$ cat config.mk
export PLATFORM = sky130hd
export DESIGN_NAME = pipe_hazard_ctrl
export DESIGN_NICKNAME = d
export VERILOG_FILES = /design/src/rtl/pipe_hazard_ctrl.sv
export SDC_FILE = /design/constraint.sdc
export NUM_CORES = 1
export LEC_CHECK = 0
export CELL_PAD_IN_SITES_DETAIL_PLACEMENT = 0
export CELL_PAD_IN_SITES_GLOBAL_PLACEMENT = 1
export CORE_MARGIN = 2
export CORE_UTILIZATION = 24
export DETAILED_ROUTE_END_ITERATION = 8
export PLACE_DENSITY_LB_ADDON = 0.25
export SLEW_MARGIN = 20
export SYNTH_ARGS = -nofsm -noshare
export SYNTH_HDL_FRONTEND = slang
export SYNTH_SLANG_ARGS = --single-unit
export TNS_END_PERCENT = 100
$ cat constraint.sdc
create_clock -name clk -period 3.65 [get_ports clk]
set_input_delay 0.5475 -clock clk [delete_from_list [all_inputs] [get_ports clk]]
set_output_delay 0.5475 -clock clk [all_outputs]
set_load 0.01 [all_outputs]
$ cat src/rtl/pipe_hazard_ctrl.sv
// Pipeline hazard controller: load-use and multiply/divide interlocks, branch flush,
// MD-unit sequencing. Optional performance counters under `HAZARD_PERF_EN.
module pipe_hazard_ctrl #(
  parameter int unsigned MD_LAT = 32
) (
  input  logic        clk,
  input  logic        clr,
  input  logic [1:0]  pcsource,
  input  logic [4:0]  d_rs,
  input  logic [4:0]  d_rt,
  input  logic        d_use_rs,
  input  logic        d_use_rt,
  input  logic        d_md,
  input  logic        d_hilo,
  input  logic        e_wreg,
  input  logic        e_m2reg,
  input  logic [4:0]  e_rn,
  output logic        wpc,
  output logic        wir,
  output logic        flush_ir,
  output logic        bubble,
  output logic        md_start,
  output logic        md_busy,
  output logic        md_done,
  output logic [31:0] stall_cnt,
  output logic [15:0] flush_cnt
);

  typedef enum logic {
    RUN    = 1'b0,
    MDBUSY = 1'b1
  } state_e;

  localparam logic [5:0] CNT_LOAD = 6'(MD_LAT - 1);

  state_e     state_q, state_d;
  logic [5:0] cnt_q, cnt_d;
  logic       lu, mh, stall;

  always_comb begin
    lu = e_wreg & e_m2reg & (e_rn != '0) &
         ((d_use_rs & (d_rs == e_rn)) | (d_use_rt & (d_rt == e_rn)));
    mh    = (state_q == MDBUSY) & (d_md | d_hilo);
    stall = lu | mh;
  end

  always_ff @(posedge clk or posedge clr) begin
    if (clr) begin
      state_q <= RUN;
      cnt_q   <= '0;
    end else begin
      state_q <= state_d;
      cnt_q   <= cnt_d;
    end
  end

  always_comb begin
    state_d = state_q;
    cnt_d   = cnt_q;
    unique case (state_q)
      RUN: begin
        if (md_start) begin
          state_d = MDBUSY;
          cnt_d   = CNT_LOAD;
        end
      end
      MDBUSY: begin
        if (cnt_q == '0) state_d = RUN;
        else             cnt_d   = cnt_q - 6'd1;
      end
      default: begin
        state_d = RUN;
        cnt_d   = '0;
      end
    endcase
  end

  // A stall (load-use or MD) suppresses the flush so the branch re-resolves after release.
  always_comb begin
    wpc      = ~stall;
    wir      = ~stall;
    bubble   = stall;
    flush_ir = (pcsource != '0) & ~stall;
    md_start = (state_q == RUN) & d_md & ~lu;
    md_busy  = (state_q == MDBUSY);
    md_done  = md_busy & (cnt_q == '0);
  end

`ifdef HAZARD_PERF_EN
  logic [31:0] stall_cnt_q, stall_cnt_d;
  logic [15:0] flush_cnt_q, flush_cnt_d;

  always_comb begin
    stall_cnt_d = stall_cnt_q;
    flush_cnt_d = flush_cnt_q;
    if (stall && (stall_cnt_q != '1)) stall_cnt_d = stall_cnt_q + 32'd1;
    if (flush_ir)                     flush_cnt_d = flush_cnt_q + 16'd1;
  end

  always_ff @(posedge clk or posedge clr) begin
    if (clr) begin
      stall_cnt_q <= '0;
      flush_cnt_q <= '0;
    end else begin
      stall_cnt_q <= stall_cnt_d;
      flush_cnt_q <= flush_cnt_d;
    end
  end

  assign stall_cnt = stall_cnt_q;
  assign flush_cnt = flush_cnt_q;
`else
  assign stall_cnt = '0;
  assign flush_cnt = '0;
`endif

endmodule

==> report_table.html <==
<table>
<tr><th>Metric</th><th>Value</th></tr>
<tr><th colspan="2">Floorplanning</th></tr>
<tr><td>Core area</td><td>0.00406 mm²</td></tr>
<tr><td>Std cell rows</td><td>23</td></tr>
<tr><td>Initial core utilization</td><td>25.3%</td></tr>
<tr><td>Overall die area</td><td>0.00481 mm²</td></tr>
<tr><td>Floorplan die width</td><td>69.4 µm</td></tr>
<tr><td>Io pins</td><td>80</td></tr>
<tr><td>Vertical die dimension</td><td>69.4 µm</td></tr>
<tr><th colspan="2">Pwr</th></tr>
<tr><td>Leakage power</td><td>0.555 nW</td></tr>
<tr><td>Maximum vdd ir drop</td><td>0.129 mV</td></tr>
<tr><td>Power per unit of standard cell area</td><td>483 mW/mm²</td></tr>
<tr><td>Power consumption</td><td>602 µW</td></tr>
<tr><th colspan="2">Global route</th></tr>
<tr><td>Via count of the first global-routing pass</td><td>779</td></tr>
<tr><td>Initial antenna violation count</td><td>0</td></tr>
<tr><td>Maximum number of pins on one net before global-route repair</td><td>12</td></tr>
<tr><td>Global-route wire length before repair</td><td>3.59 mm</td></tr>
<tr><td>Overall global routing resource usage</td><td>9.13%</td></tr>
<tr><td>GRT Residual Overflow</td><td>0</td></tr>
<tr><th colspan="2">Setup path</th></tr>
<tr><td>Worst-path fanout max</td><td>4</td></tr>
<tr><td>Worst Setup Start Kind</td><td>primary input</td></tr>
<tr><td>Data arrival time at the worst-slack endpoint</td><td>2.64 ns</td></tr>
<tr><td>Start of the worst register-to-register path</td><td>cnt_q[0]</td></tr>
<tr><td>FF-to-FF path depth</td><td>6</td></tr>
<tr><td>Crit path capture type</td><td>output port</td></tr>
<tr><td>Reg-to-reg slack, setup</td><td>2.03 ns</td></tr>
<tr><td>Worst endpoint required time</td><td>3.10 ns</td></tr>
<tr><td>Class of the most critical setup path</td><td>primary input to output port</td></tr>
<tr><td>R2R Path End</td><td>cnt_q[4]</td></tr>
<tr><th colspan="2">Place</th></tr>
<tr><td>Detailed-placement wirelength estimate</td><td>1.90 mm</td></tr>
<tr><td>Number of buffers added on ports</td><td>31</td></tr>
<tr><td>Cell Count Post-Placement</td><td>200</td></tr>
<tr><td>Area post-placement</td><td>0.00120 mm²</td></tr>
<tr><td>RD Place Congestion</td><td>0.803</td></tr>
<tr><td>Place WS</td><td>0.451 ns</td></tr>
<tr><th colspan="2">Status</th></tr>
<tr><td>Outcome</td><td>finished, final reports clean</td></tr>
<tr><th colspan="2">STA</th></tr>
<tr><td>Final critical-path share of the clock period</td><td>87.3%</td></tr>
<tr><td>Min Clock Period, post-route</td><td>3.19 ns</td></tr>
<tr><td>Crit path setup slack, layout</td><td>0.465 ns</td></tr>
<tr><td>Slew Limit Fails</td><td>0</td></tr>
<tr><td>Highest Clock Rate</td><td>314 MHz</td></tr>
<tr><td>Final-layout worst hold slack</td><td>0.558 ns</td></tr>
<tr><td>Final setup TNS</td><td>0 ns</td></tr>
<tr><td>Number of failing hold endpoints at the final stage</td><td>0</td></tr>
<tr><td>Setup violations, final</td><td>0</td></tr>
<tr><td>Unrepaired setup endpoints after global routing</td><td>false</td></tr>
<tr><td>Worst Clk Skew</td><td>0.00141 ns</td></tr>
<tr><th colspan="2">Synth</th></tr>
<tr><td>Xor and xnor fraction of the mapped netlist area</td><td>8.54%</td></tr>
<tr><td>Fraction of the mapped netlist area in compound gates</td><td>17.9%</td></tr>
<tr><td>Distinct cell type count after synthesis</td><td>36</td></tr>
<tr><td>Number of enable flip-flop cells after synthesis</td><td>0</td></tr>
<tr><td>Predominant post-synthesis flop cell</td><td>sky130_fd_sc_hd__dfrtp_1</td></tr>
<tr><td>Mean area per synthesized cell</td><td>8.41 µm²</td></tr>
<tr><td>Most common cell in the synthesized netlist</td><td>sky130_fd_sc_hd__buf_4</td></tr>
<tr><td>Top cells by instance count after synthesis</td><td>49 x sky130_fd_sc_hd__buf_4, 10 x sky130_fd_sc_hd__xnor2_1, 7 x sky130_fd_sc_hd__dfrtp_1</td></tr>
<tr><td>Synthesized instance count</td><td>122</td></tr>
<tr><td>Cell area after synthesis</td><td>0.00103 mm²</td></tr>
<tr><td>Main combinational cell family by area after synthesis</td><td>buffers and inverters</td></tr>
<tr><td>Number of synthesis warnings</td><td>0</td></tr>
<tr><td>Area share of and/or/nand/nor cells after synthesis</td><td>14.4%</td></tr>
<tr><td>Multiplexer share of the synthesized area</td><td>3.05%</td></tr>
<tr><td>Number of register bits inferred by synthesis</td><td>7</td></tr>
<tr><td>Most area-hungry cell type in the Yosys netlist</td><td>sky130_fd_sc_hd__buf_4</td></tr>
<tr><td>Synth Area in Adders</td><td>1.22%</td></tr>
<tr><td>Top-area cell type share of the netlist area</td><td>35.9%</td></tr>
<tr><td>Share of flip-flops with an asynchronous set or reset after synthesis</td><td>100%</td></tr>
<tr><td>Proportion of synthesized chip area in sequential cells</td><td>17.1%</td></tr>
<tr><td>Synth area leaders</td><td>sky130_fd_sc_hd__buf_4 36%, sky130_fd_sc_hd__dfrtp_1 17%, sky130_fd_sc_hd__xnor2_1 8.5%</td></tr>
<tr><th colspan="2">Route</th></tr>
<tr><td>Number of optimization iterations in the first detailed-route pass</td><td>4</td></tr>
<tr><td>Number of vias in the routed layout</td><td>809</td></tr>
<tr><td>Average wire length per cell after detail routing</td><td>10.9 µm</td></tr>
<tr><td>Via-per-instance ratio</td><td>3.97</td></tr>
<tr><td>Detailed-route wire length</td><td>2.23 mm</td></tr>
<tr><td>Antenna Violating Nets Remaining</td><td>0</td></tr>
<tr><td>Post-route DRC</td><td>0</td></tr>
<tr><td>Iteration-0 DRC Markers</td><td>35</td></tr>
<tr><th colspan="2">Clock tree</th></tr>
<tr><td>Worst-Skew Late Latency</td><td>0.23 ns</td></tr>
<tr><td>Hold-fix buffers at CTS</td><td>0</td></tr>
<tr><td>Clock tree from TritonCTS</td><td>done</td></tr>
<tr><td>CTS Root Buffer Type</td><td>sky130_fd_sc_hd__clkbuf_8</td></tr>
<tr><td>Buffers inserted by post-CTS timing repair</td><td>0</td></tr>
<tr><td>Clock-pin slew on the worst setup and hold paths</td><td>0.04 ns</td></tr>
<tr><td>Count of cells resized by post-cts repair</td><td>0</td></tr>
<tr><td>H-tree depth</td><td>1</td></tr>
<tr><td>Total CTS buffers</td><td>3</td></tr>
<tr><td>Clk sinks</td><td>7</td></tr>
<tr><td>Max Buffers Root-to-Sink</td><td>2</td></tr>
<tr><th colspan="2">Layout</th></tr>
<tr><td>Footprint of the multi-input gates</td><td>643 µm²</td></tr>
<tr><td>Share of the core filled with cells</td><td>30.7%</td></tr>
<tr><td>Growth of design area from synthesis to finish</td><td>21.6%</td></tr>
<tr><td>Non-Filler Instances</td><td>204</td></tr>
<tr><td># fillers</td><td>433</td></tr>
<tr><td>Proportion of layout cells with a drive suffix above 1</td><td>7.79%</td></tr>
<tr><td>Non-Filler Cell Area, Final</td><td>0.00125 mm²</td></tr>
<tr><td># diodes</td><td>0</td></tr>
<tr><td>FF+latch area</td><td>175 µm²</td></tr>
<tr><td>Number of nets in the layout</td><td>181</td></tr>
<tr><th colspan="2">Run</th></tr>
<tr><td>Max-capacitance violation count</td><td>0</td></tr>
<tr><th colspan="2">Worst hold path</th></tr>
<tr><td>Hold WC Path Type</td><td>primary input to async pin</td></tr>
</table>
area by class of cell:
cell class | instances | share of cell area, %
Multi-Input combinational cell | 109 | 51.6
Clock buffer | 4 | 3.61
Inverter | 3 | 0.903
Timing Repair Buffer | 31 | 24.9
Tap cell | 50 | 5.02
Sequential cell | 7 | 14.0
cell families after synthesis:
logic type	after synthesis
flip-flops	7
other	1
AND/OR/NAND/NOR	23
multiplexers	3
buffers and inverters	53
AO/OA/AOI/OAI	24
XOR/XNOR	10
adder cells (fa/ha/maj)	1
worst max-delay path by stage:
stage / depth (start not counted) / from / to / slack [ns]
after floorplan: 4 / e_rn[1] / wpc / 1.31
after global placement: 5 / e_rn[1] / wpc / 0.45
after detailed placement: 5 / e_rn[2] / wpc / 0.45
after CTS: 5 / e_rn[2] / wir / 0.44
after global routing: 6 / e_rn[0] / wpc / 0.32
final: 5 / e_rn[1] / wir / 0.46
cell usage in the layout (no fill, tap or decap), types with 2 or more instances in the layout:
| master | netlist | layout |
|---|---|---|
| sky130_fd_sc_hd__xnor2_1 | 10 | 10 |
| sky130_fd_sc_hd__mux2i_1 | 2 | 2 |
| sky130_fd_sc_hd__nand2_1 | 5 | 5 |
| sky130_fd_sc_hd__dfrtp_1 | 7 | 7 |
| sky130_fd_sc_hd__nor3_1 | 2 | 2 |
| sky130_fd_sc_hd__inv_1 | 3 | 3 |
| sky130_fd_sc_hd__nor2_1 | 4 | 4 |
| sky130_fd_sc_hd__clkdlybuf4s50_1 | 0 | 31 |
| sky130_fd_sc_hd__nand4_1 | 3 | 3 |
| sky130_fd_sc_hd__a31oi_1 | 3 | 3 |
| sky130_fd_sc_hd__conb_1 | 1 | 48 |
| sky130_fd_sc_hd__o21ai_0 | 5 | 5 |
| sky130_fd_sc_hd__clkbuf_8 | 0 | 3 |
| sky130_fd_sc_hd__a21oi_1 | 5 | 5 |
critical path: stages:
cell	delay [ns]
sky130_fd_sc_hd__clkdlybuf4s50_1	0.47
sky130_fd_sc_hd__or4_4	0.58
sky130_fd_sc_hd__o211a_1	0.27
sky130_fd_sc_hd__a21boi_1	0.19
sky130_fd_sc_hd__clkdlybuf4s50_1	0.58
flip-flops by register name (all words and copies together), names as in the netlist:
name	count
cnt_q	6
md_busy	1
layer usage:
metal,global-route usage [%],part of all wire (%),up-vias
met4,1.96,0,0
met5,0,0,-
li1,-,-,387
met1,10.7,39,366
met3,3.63,13,0
met2,15.7,47,56
power breakdown:
group / total, mW / switching (mW) / internal, mW
clock: 0.112 / 0.0361 / 0.0758
combinational: 0.318 / 0.162 / 0.156
sequential: 0.172 / 0.0558 / 0.116
total: 0.602 / 0.254 / 0.348
Note: power is estimated with default switching activity, not from simulation.
